### config.mk
export PLATFORM = sky130hd
export DESIGN_NAME = shift_sequencer
export DESIGN_NICKNAME = d
export VERILOG_FILES = /design/src/rtl/xm_shift_pkg.sv /design/src/rtl/shifter_unit.sv /design/src/rtl/shift_sequencer.sv
export SDC_FILE = /design/constraint.sdc
export NUM_CORES = 1
export LEC_CHECK = 0
export BUFFER_PORTS_ARGS = -buffer_cell sky130_fd_sc_hd__buf_2
export CAP_MARGIN = 20
export CORE_MARGIN = 2
export CORE_UTILIZATION = 34
export DETAILED_ROUTE_END_ITERATION = 7
export GPL_TIMING_DRIVEN = 1
export SETUP_SLACK_MARGIN = 0.2
export SYNTH_ARGS = -nofsm -noshare
export SYNTH_HDL_FRONTEND = slang
export SYNTH_SLANG_ARGS = --single-unit
### constraint.sdc
create_clock -name clk -period 2 [get_ports clk]
set_clock_uncertainty 0.15 [all_clocks]
set_input_delay 0.1 -clock clk [delete_from_list [all_inputs] [get_ports clk]]
set_output_delay 0.1 -clock clk [all_outputs]
set_load 0.01 [all_outputs]
### src/rtl/xm_shift_pkg.sv
// Shared types for the X-Makina shift datapath.
// The sequencer and the single-bit shifter_unit both use them.
package xm_shift_pkg;

    typedef enum logic {
        SH_SRA = 1'b0,
        SH_RRC = 1'b1
    } sh_op_t;

    typedef enum logic [1:0] {
        SQ_IDLE,
        SQ_SHIFT,
        SQ_DONE
    } sq_state_t;

endpackage

### src/rtl/shifter_unit.sv
// Single-bit shifter: one arithmetic shift right (SRA) or one rotate right through carry (RRC).
// The bit shifted out of the LSB becomes cout.
module shifter_unit
    import xm_shift_pkg::*;
#(
    parameter int WORD = 16
) (
    input  logic            op,
    input  logic            cin,
    input  logic [WORD-1:0] src,
    output logic [WORD-1:0] res,
    output logic            cout
);

    always_comb begin
        res  = {(op == SH_RRC) ? cin : src[WORD-1], src[WORD-1:1]};
        cout = src[0];
    end

endmodule

### src/rtl/shift_sequencer.sv
// Multi-cycle n-bit SRA/RRC controller. It iterates shifter_unit once per clock
// and presents the final word, carry and Z/N flags with a start/done handshake.
module shift_sequencer
    import xm_shift_pkg::*;
#(
    parameter int WORD        = 16,
    parameter int CNT_W       = 4,
    parameter bit EXT_SHIFTER = 1'b0
) (
    input  logic             clk,
    input  logic             rst,
    input  logic             start,
    input  logic             op,
    input  logic [CNT_W-1:0] count,
    input  logic [WORD-1:0]  src,
    input  logic             cin,
    output logic             sh_op,
    output logic             sh_cin,
    output logic [WORD-1:0]  sh_src,
    input  logic [WORD-1:0]  sh_res,
    input  logic             sh_cout,
    output logic             busy,
    output logic             done,
    output logic [WORD-1:0]  res,
    output logic             cout,
    output logic             z,
    output logic             n
);

    sq_state_t        state_q, state_d;
    logic [WORD-1:0]  data_q, data_d;
    logic             carry_q, carry_d;
    sh_op_t           op_q, op_d;
    logic [CNT_W-1:0] cnt_q, cnt_d;
    logic             busy_q, busy_d;
    logic             done_q, done_d;
    logic [WORD-1:0]  res_q, res_d;
    logic             cout_q, cout_d;
    logic             z_q, z_d;
    logic             n_q, n_d;

    logic [WORD-1:0]  int_res;
    logic             int_cout;
    logic [WORD-1:0]  step_res;
    logic             step_cout;

    assign sh_src = data_q;
    assign sh_cin = carry_q;
    assign sh_op  = op_q;

    shifter_unit #(
        .WORD(WORD)
    ) u_shifter (
        .op   (op_q),
        .cin  (carry_q),
        .src  (data_q),
        .res  (int_res),
        .cout (int_cout)
    );

    // A split datapath feeds the step result back through sh_res/sh_cout instead.
    assign step_res  = EXT_SHIFTER ? sh_res  : int_res;
    assign step_cout = EXT_SHIFTER ? sh_cout : int_cout;

    always_comb begin
        state_d = state_q;
        data_d  = data_q;
        carry_d = carry_q;
        op_d    = op_q;
        cnt_d   = cnt_q;
        busy_d  = 1'b0;
        done_d  = 1'b0;
        res_d   = res_q;
        cout_d  = cout_q;
        z_d     = z_q;
        n_d     = n_q;
        case (state_q)
            SQ_IDLE: begin
                if (start) begin
                    data_d  = src;
                    carry_d = cin;
                    if (count != '0) begin
                        op_d    = sh_op_t'(op);
                        cnt_d   = count;
                        state_d = SQ_SHIFT;
                        busy_d  = 1'b1;
                    end else begin
                        state_d = SQ_DONE;
                        done_d  = 1'b1;
                    end
                end
            end
            SQ_SHIFT: begin
                data_d  = step_res;
                carry_d = step_cout;
                cnt_d   = cnt_q - CNT_W'(1);
                if (cnt_q == CNT_W'(1)) begin
                    state_d = SQ_DONE;
                    done_d  = 1'b1;
                end else begin
                    busy_d  = 1'b1;
                end
            end
            SQ_DONE: begin
                res_d   = data_q;
                cout_d  = carry_q;
                z_d     = (data_q == '0);
                n_d     = data_q[WORD-1];
                state_d = SQ_IDLE;
            end
            default: state_d = SQ_IDLE;
        endcase
    end

    always_ff @(posedge clk or posedge rst) begin
        if (rst) begin
            state_q <= SQ_IDLE;
            data_q  <= '0;
            carry_q <= 1'b0;
            op_q    <= SH_SRA;
            cnt_q   <= '0;
            busy_q  <= 1'b0;
            done_q  <= 1'b0;
            res_q   <= '0;
            cout_q  <= 1'b0;
            z_q     <= 1'b0;
            n_q     <= 1'b0;
        end else begin
            state_q <= state_d;
            data_q  <= data_d;
            carry_q <= carry_d;
            op_q    <= op_d;
            cnt_q   <= cnt_d;
            busy_q  <= busy_d;
            done_q  <= done_d;
            res_q   <= res_d;
            cout_q  <= cout_d;
            z_q     <= z_d;
            n_q     <= n_d;
        end
    end

    // During DONE the result registers are not loaded yet, so consumers see data_q directly.
    always_comb begin
        busy = busy_q;
        done = done_q;
        if (state_q == SQ_DONE) begin
            res  = data_q;
            cout = carry_q;
            z    = (data_q == '0);
            n    = data_q[WORD-1];
        end else begin
            res  = res_q;
            cout = cout_q;
            z    = z_q;
            n    = n_q;
        end
    end

endmodule

Yosys cells after proc, flatten, opt, wreduce, memory -nomap -nowiden
Index checks and enable logic that the tools add are counted.
{"block": "word_totals", "register_bits": 45, "output_inout_bits": 39, "word_cells": 53}
{"block": "classes", "n_eq_ne": 7, "addsub": 1, "reduce_logical": 9, "muxes": 24}
{"operator": "16-bit two-way mux", "n": 2}
{"operator": "16-bit case mux with 2 select lines", "n": 1}
{"operator": "16-bit zero test", "n": 1}
{"operator": "1-bit two-way mux", "n": 11}
{"operator": "3-bit AND reduction", "n": 3}
{"operator": "4-bit two-way mux", "n": 2}
{"operator": "2-bit inequality test (second input constant)", "n": 4}
{"operator": "4-bit case mux with 2 select lines", "n": 1}
{"operator": "2-bit two-way mux", "n": 3}
{"operator": "1-bit case mux with 2 select lines", "n": 3}
{"operator": "4-bit by 1-bit equality test with 1-bit output (second input constant)", "n": 1}
{"operator": "2-bit case mux with 2 select lines", "n": 1}
{"operator": "2-bit AND reduction", "n": 2}
{"operator": "4-bit nonzero test", "n": 1}
{"operator": "4-bit by 1-bit subtractor with 4-bit output (second input constant)", "n": 1}
{"operator": "2-bit by 1-bit equality test with 1-bit output (second input constant)", "n": 1}
{"operator": "2-bit equality test (second input constant)", "n": 1}
{"operator": "2-bit zero test", "n": 1}
{"operator": "2-bit nonzero test", "n": 1}

Logic depth before layout (Yosys ltp)
{"block": "logic_depth", "word_depth": 4, "ltp_mapped": 5, "mapped_depth_nobuf": 5}

Cells and area by module
From an unflattened synthesis, not the netlist that was laid out.
{"block": "hier_totals", "hier_cells": 226, "hier_area_um2": 2162.1}
{"mod": "shift_sequencer", "instances": 1, "cells_each": 209, "area_per_inst_um2": 2026.9}
{"mod": "shifter_unit", "instances": 1, "cells_each": 17, "area_per_inst_um2": 135.1}

Worst setup path before layout
Ideal clock, no wire load.
{"block": "synth_timing", "kind": "register to register", "from": "register data_q[9], in the netlist sh_src[9]", "to": "register z_q", "path_stages_with_launch": 4, "period_less_slack_ns": 1.425, "required_time_ns": 1.702, "setup_slack_ns": 0.575, "t_arrival_ns": 1.127, "path_buffers": 0, "setup_time_ns": 0.148, "path_cell_list": "dfrtp_1 -> nor4_1 -> nand4_1 -> o21ai_0"}
{"block": "synth_via", "elab_chain_len": 2}
{"item": "from (decl)", "line_no": "shift_sequencer.sv:31", "source": "logic [WORD-1:0] data_q, data_d;"}
{"item": "from (signal assigned)", "line_no": "shift_sequencer.sv:130", "source": "data_q <= data_d;"}
{"item": "16-bit zero test"}
{"item": "1-bit two-way mux"}
{"item": "via z", "line_no": "shift_sequencer.sv:26", "source": "output logic z,"}
{"item": "to (signal assigned)", "line_no": "shift_sequencer.sv:138", "source": "z_q <= z_d;"}
{"item": "to (decl)", "line_no": "shift_sequencer.sv:39", "source": "logic z_q, z_d;"}
The timed path passes the listed nets, and every way through them passes these cells.
A chain may end at the register's enable or synchronous reset.

Worst setup path in the final report
{"block": "layout_timing", "from": "input port count[1]", "to": "register op_q, in the netlist sh_op"}
{"block": "layout_via", "elab_chain_len": 2}
{"item": "from (decl)", "line_no": "shift_sequencer.sv:14", "source": "input logic [CNT_W-1:0] count,"}
{"item": "4-bit nonzero test", "line_no": "shift_sequencer.sv:82", "source": "if (count != '0) begin"}
{"item": "3-bit AND reduction (no source line)"}
{"item": "to (signal assigned)", "line_no": "shift_sequencer.sv:132", "source": "op_q <= op_d;"}
{"item": "to (decl)", "line_no": "shift_sequencer.sv:33", "source": "sh_op_t op_q, op_d;"}
Every way passes these cells.

==> impl_results.md <==
- Gr ovfl total: 0
- Ys Warns: 0
- Finished Cell Area: 0.002873 sq mm
- Period Utilization, post-route: 0.8848
- First-pass DRT Iterations: 6
- Share of cells above drive strength 1: 0.4424
- IO buf count: 63
- Post-Syn Area per Cell: 11.75 sq um
- Relative slew slack: 0.6010
- Initial drt markers: 62
- Wirelength, routed: 4832 um
- MaxCap Viol Count: 0
- Height of the chip: 80.21 um
- Hold_ws: 0.02009 ns
- Core Box Area: 0.005574 sq mm
- Mapped cell area: 0.001974 sq mm
- Synth cell types: 32
- Antenna fix cells: 0
- Largest net degree at the start of global routing: 46
- Root Driver: clkbuf_8
- Run status: complete, no violations
- RePlAce Congestion: 0.8128
- Cell Rows: 27
- Worst Path Arrival: 1.79 ns
- Fill count: 538
- DP Area: 0.002395 sq mm
- Flop pwr share: 0.412
- Clock tree buffer depth: 2
- Final Util: 0.5154
- Hold Fails Final Rpt: 0
- CTS tree: yes
- All-Layer GR Usage: 0.1547
- Syn_nets: 212
- I/O Pins: 81
- P per Cell Area: 1438 mW/mm^2
- Seq/Total Area, Yosys: 0.5703
- First-pass GRT wire length: 7534 um
- WP data required: 2.02 ns
- Starting Density: 0.3542
- Wire per inst: 14.17 um
- Sink Count: 45
- Vias in the first global route: 1492
- Later-pin clock latency in the skew report: 0.29 ns
- Fmax achieved: 0.5651 GHz
- DIE WIDTH: 80.21 um
- Dpl hpwl: 3044 um
- Pre-CTS setup slack: 0.2707 ns
- Via Count: 1623
- Pleak: 0.001418 uW
- Area delta synth->final: 45.50%
- Sw frac: 0.3854
- CP startpoint kind: primary input
- Num CTS Buffers: 5
- Most frequent cells in the layout: 63 x buf_2, 40 x dfrtp_1, 23 x nand2_1, 23 x dlygate4sd3_1, 17 x mux2i_1
- Setup TNS: 0 ns
- DR vias/cell: 4.760
- Antenna-violating nets left: 0
- Worst vdd ir: 586.9 uV
- Die Area: 0.006433 sq mm
- Hold Crit Class: primary input to flop
- Leading cell type in the layout, fill and taps excluded: buf_2
- Synth Register Bits: 45
- P_sw: 1592 uW
- Fin nets: 312
- Critical Path End Type: flop
- Critical Setup Path Class: primary input to flop
- # DRC: 0
- Initial antenna violation count: 0
- P_int: 2539 uW
- Combinational power share: 0.455
- Final Setup Violations: 0
- Crit Path Max Fanout: 6
- Reg clk slew, reported paths: 0.09 ns
- Slew @ Worst Pin: 0.5985 ns
- Worst setup margin: 0.2303 ns
- Clock share of power: 0.133
- RSZ-0062 raised after global routing: true
- Crit path time final: 1.770 ns
- Slew Viols, Final: 0
- CTS HTree Levels: 2
- Syn Inst Count: 168
## layer usage
layer / global-route usage / vias up / wire [um]
met5: 0 / - / 0
li1: - / 794 / -
met4: 0.05085 / 0 / 49
met2: 0.2408 / 46 / 2273
met1: 0.2175 / 776 / 2304
met3: 0.02809 / 7 / 204
## final timing paths
path                       startpoint          to  slack, ns  depth (start not counted)
setup / recovery             count[1]       sh_op       0.23                          5
hold / removal               count[2]        done       0.02                          3
setup reg to reg           state_q[1]    cnt_q[3]       0.40                          4
hold reg to reg             res_q[15]   res_q[15]       0.33                          2
max in group asynchronous         rst  sh_src[13]       0.91                          4
min in group asynchronous         rst   res_q[11]       0.35                          4
## critical path, cell delays in order
cell           delay (ns)
dlygate4sd3_1        0.53
buf_2                0.12
or4_4                0.56
nand3_4              0.14
mux2_1               0.33
## kinds of logic (layout without fill, tap and decap cells)
logic type,Yosys count,count (layout),share of synthesized area
buffers and inverters,12,113,0.02915
AND/OR/NAND/NOR,43,43,0.1122
AO/OA/AOI/OAI,32,32,0.09253
multiplexers,34,34,0.1831
adder cells (fa/ha/maj),2,2,0.01267
flip-flops,45,45,0.5703
## stage by stage
stage | power (uW) | std cells
finish | 4131 | 341
CTS | 3991 | 333
global route | 4460 | 341
floorplan | 2690 | 168
global placement | 3303 | 300
detailed placement | 3341 | 300
## power by group through the flow
stage,logic [uW],clock network [uW],registers (uW)
after CTS,1740,580,1670
after detailed placement,1660,0,1680
after floorplan,1020,0,1680
after global routing,2070,614,1770
final,1880,551,1700
after global placement,1630,0,1680
## cell type report
| class | instances | area [sq um] | area share |
|---|---|---|---|
| Inverter | 3 | 11.26 | 0.003920 |
| Multi-Input combinational cell | 111 | 865.8 | 0.3014 |
| Clock buffer | 7 | 76.32 | 0.02657 |
| Clock inverter | 1 | 7.507 | 0.002613 |
| Sequential cell | 45 | 1132 | 0.3942 |
| Tap cell | 72 | 90.09 | 0.03136 |
| Timing Repair Buffer | 102 | 689.4 | 0.2400 |
## state kept, by name (all words and copies together), names as in the netlist
name / flops
done: 1
cout_q: 1
n_q: 1
sh_src: 16
sh_cin: 1
sh_op: 1
res_q: 16
state_q: 2
busy: 1
z_q: 1
cnt_q: 4
## synthesized netlist by cell type (all sizes together)
cell,n,area (sq um)
a211oi,1,7.510
a21oi,4,20.02
a221o,1,10.01
a221oi,1,8.760
a2bb2oi,1,8.760
and2b,1,10.01
and3,2,12.51
buf,6,35.03
clkbuf,3,11.26
dfrtp,45,1126
ha,2,25.02
inv,3,11.26
mux2,17,191.4
mux2i,17,170.2
nand2,24,92.59
nand2b,3,18.77
nand3,1,10.01
nand3b,1,7.510
nand4,1,6.260
nor2,2,7.510
nor2b,1,6.260
nor3b,1,7.510
nor4,5,31.28
o21ai,21,105.1
o21bai,1,7.510
o22ai,1,6.260
o31a,1,8.760
or4,1,11.26
## what timing repair did
action                                  in CTS  in global routing
gates cloned                                 1                  0
pin swaps                                    1                  2
hold endpoints to repair                    67                  1
endpoints found under the setup margin      17                 19
hold buffers                                22                  1
buffers inserted                             2                  7
gates resized for setup                      9                 13
(Power assumes the default switching activity.)
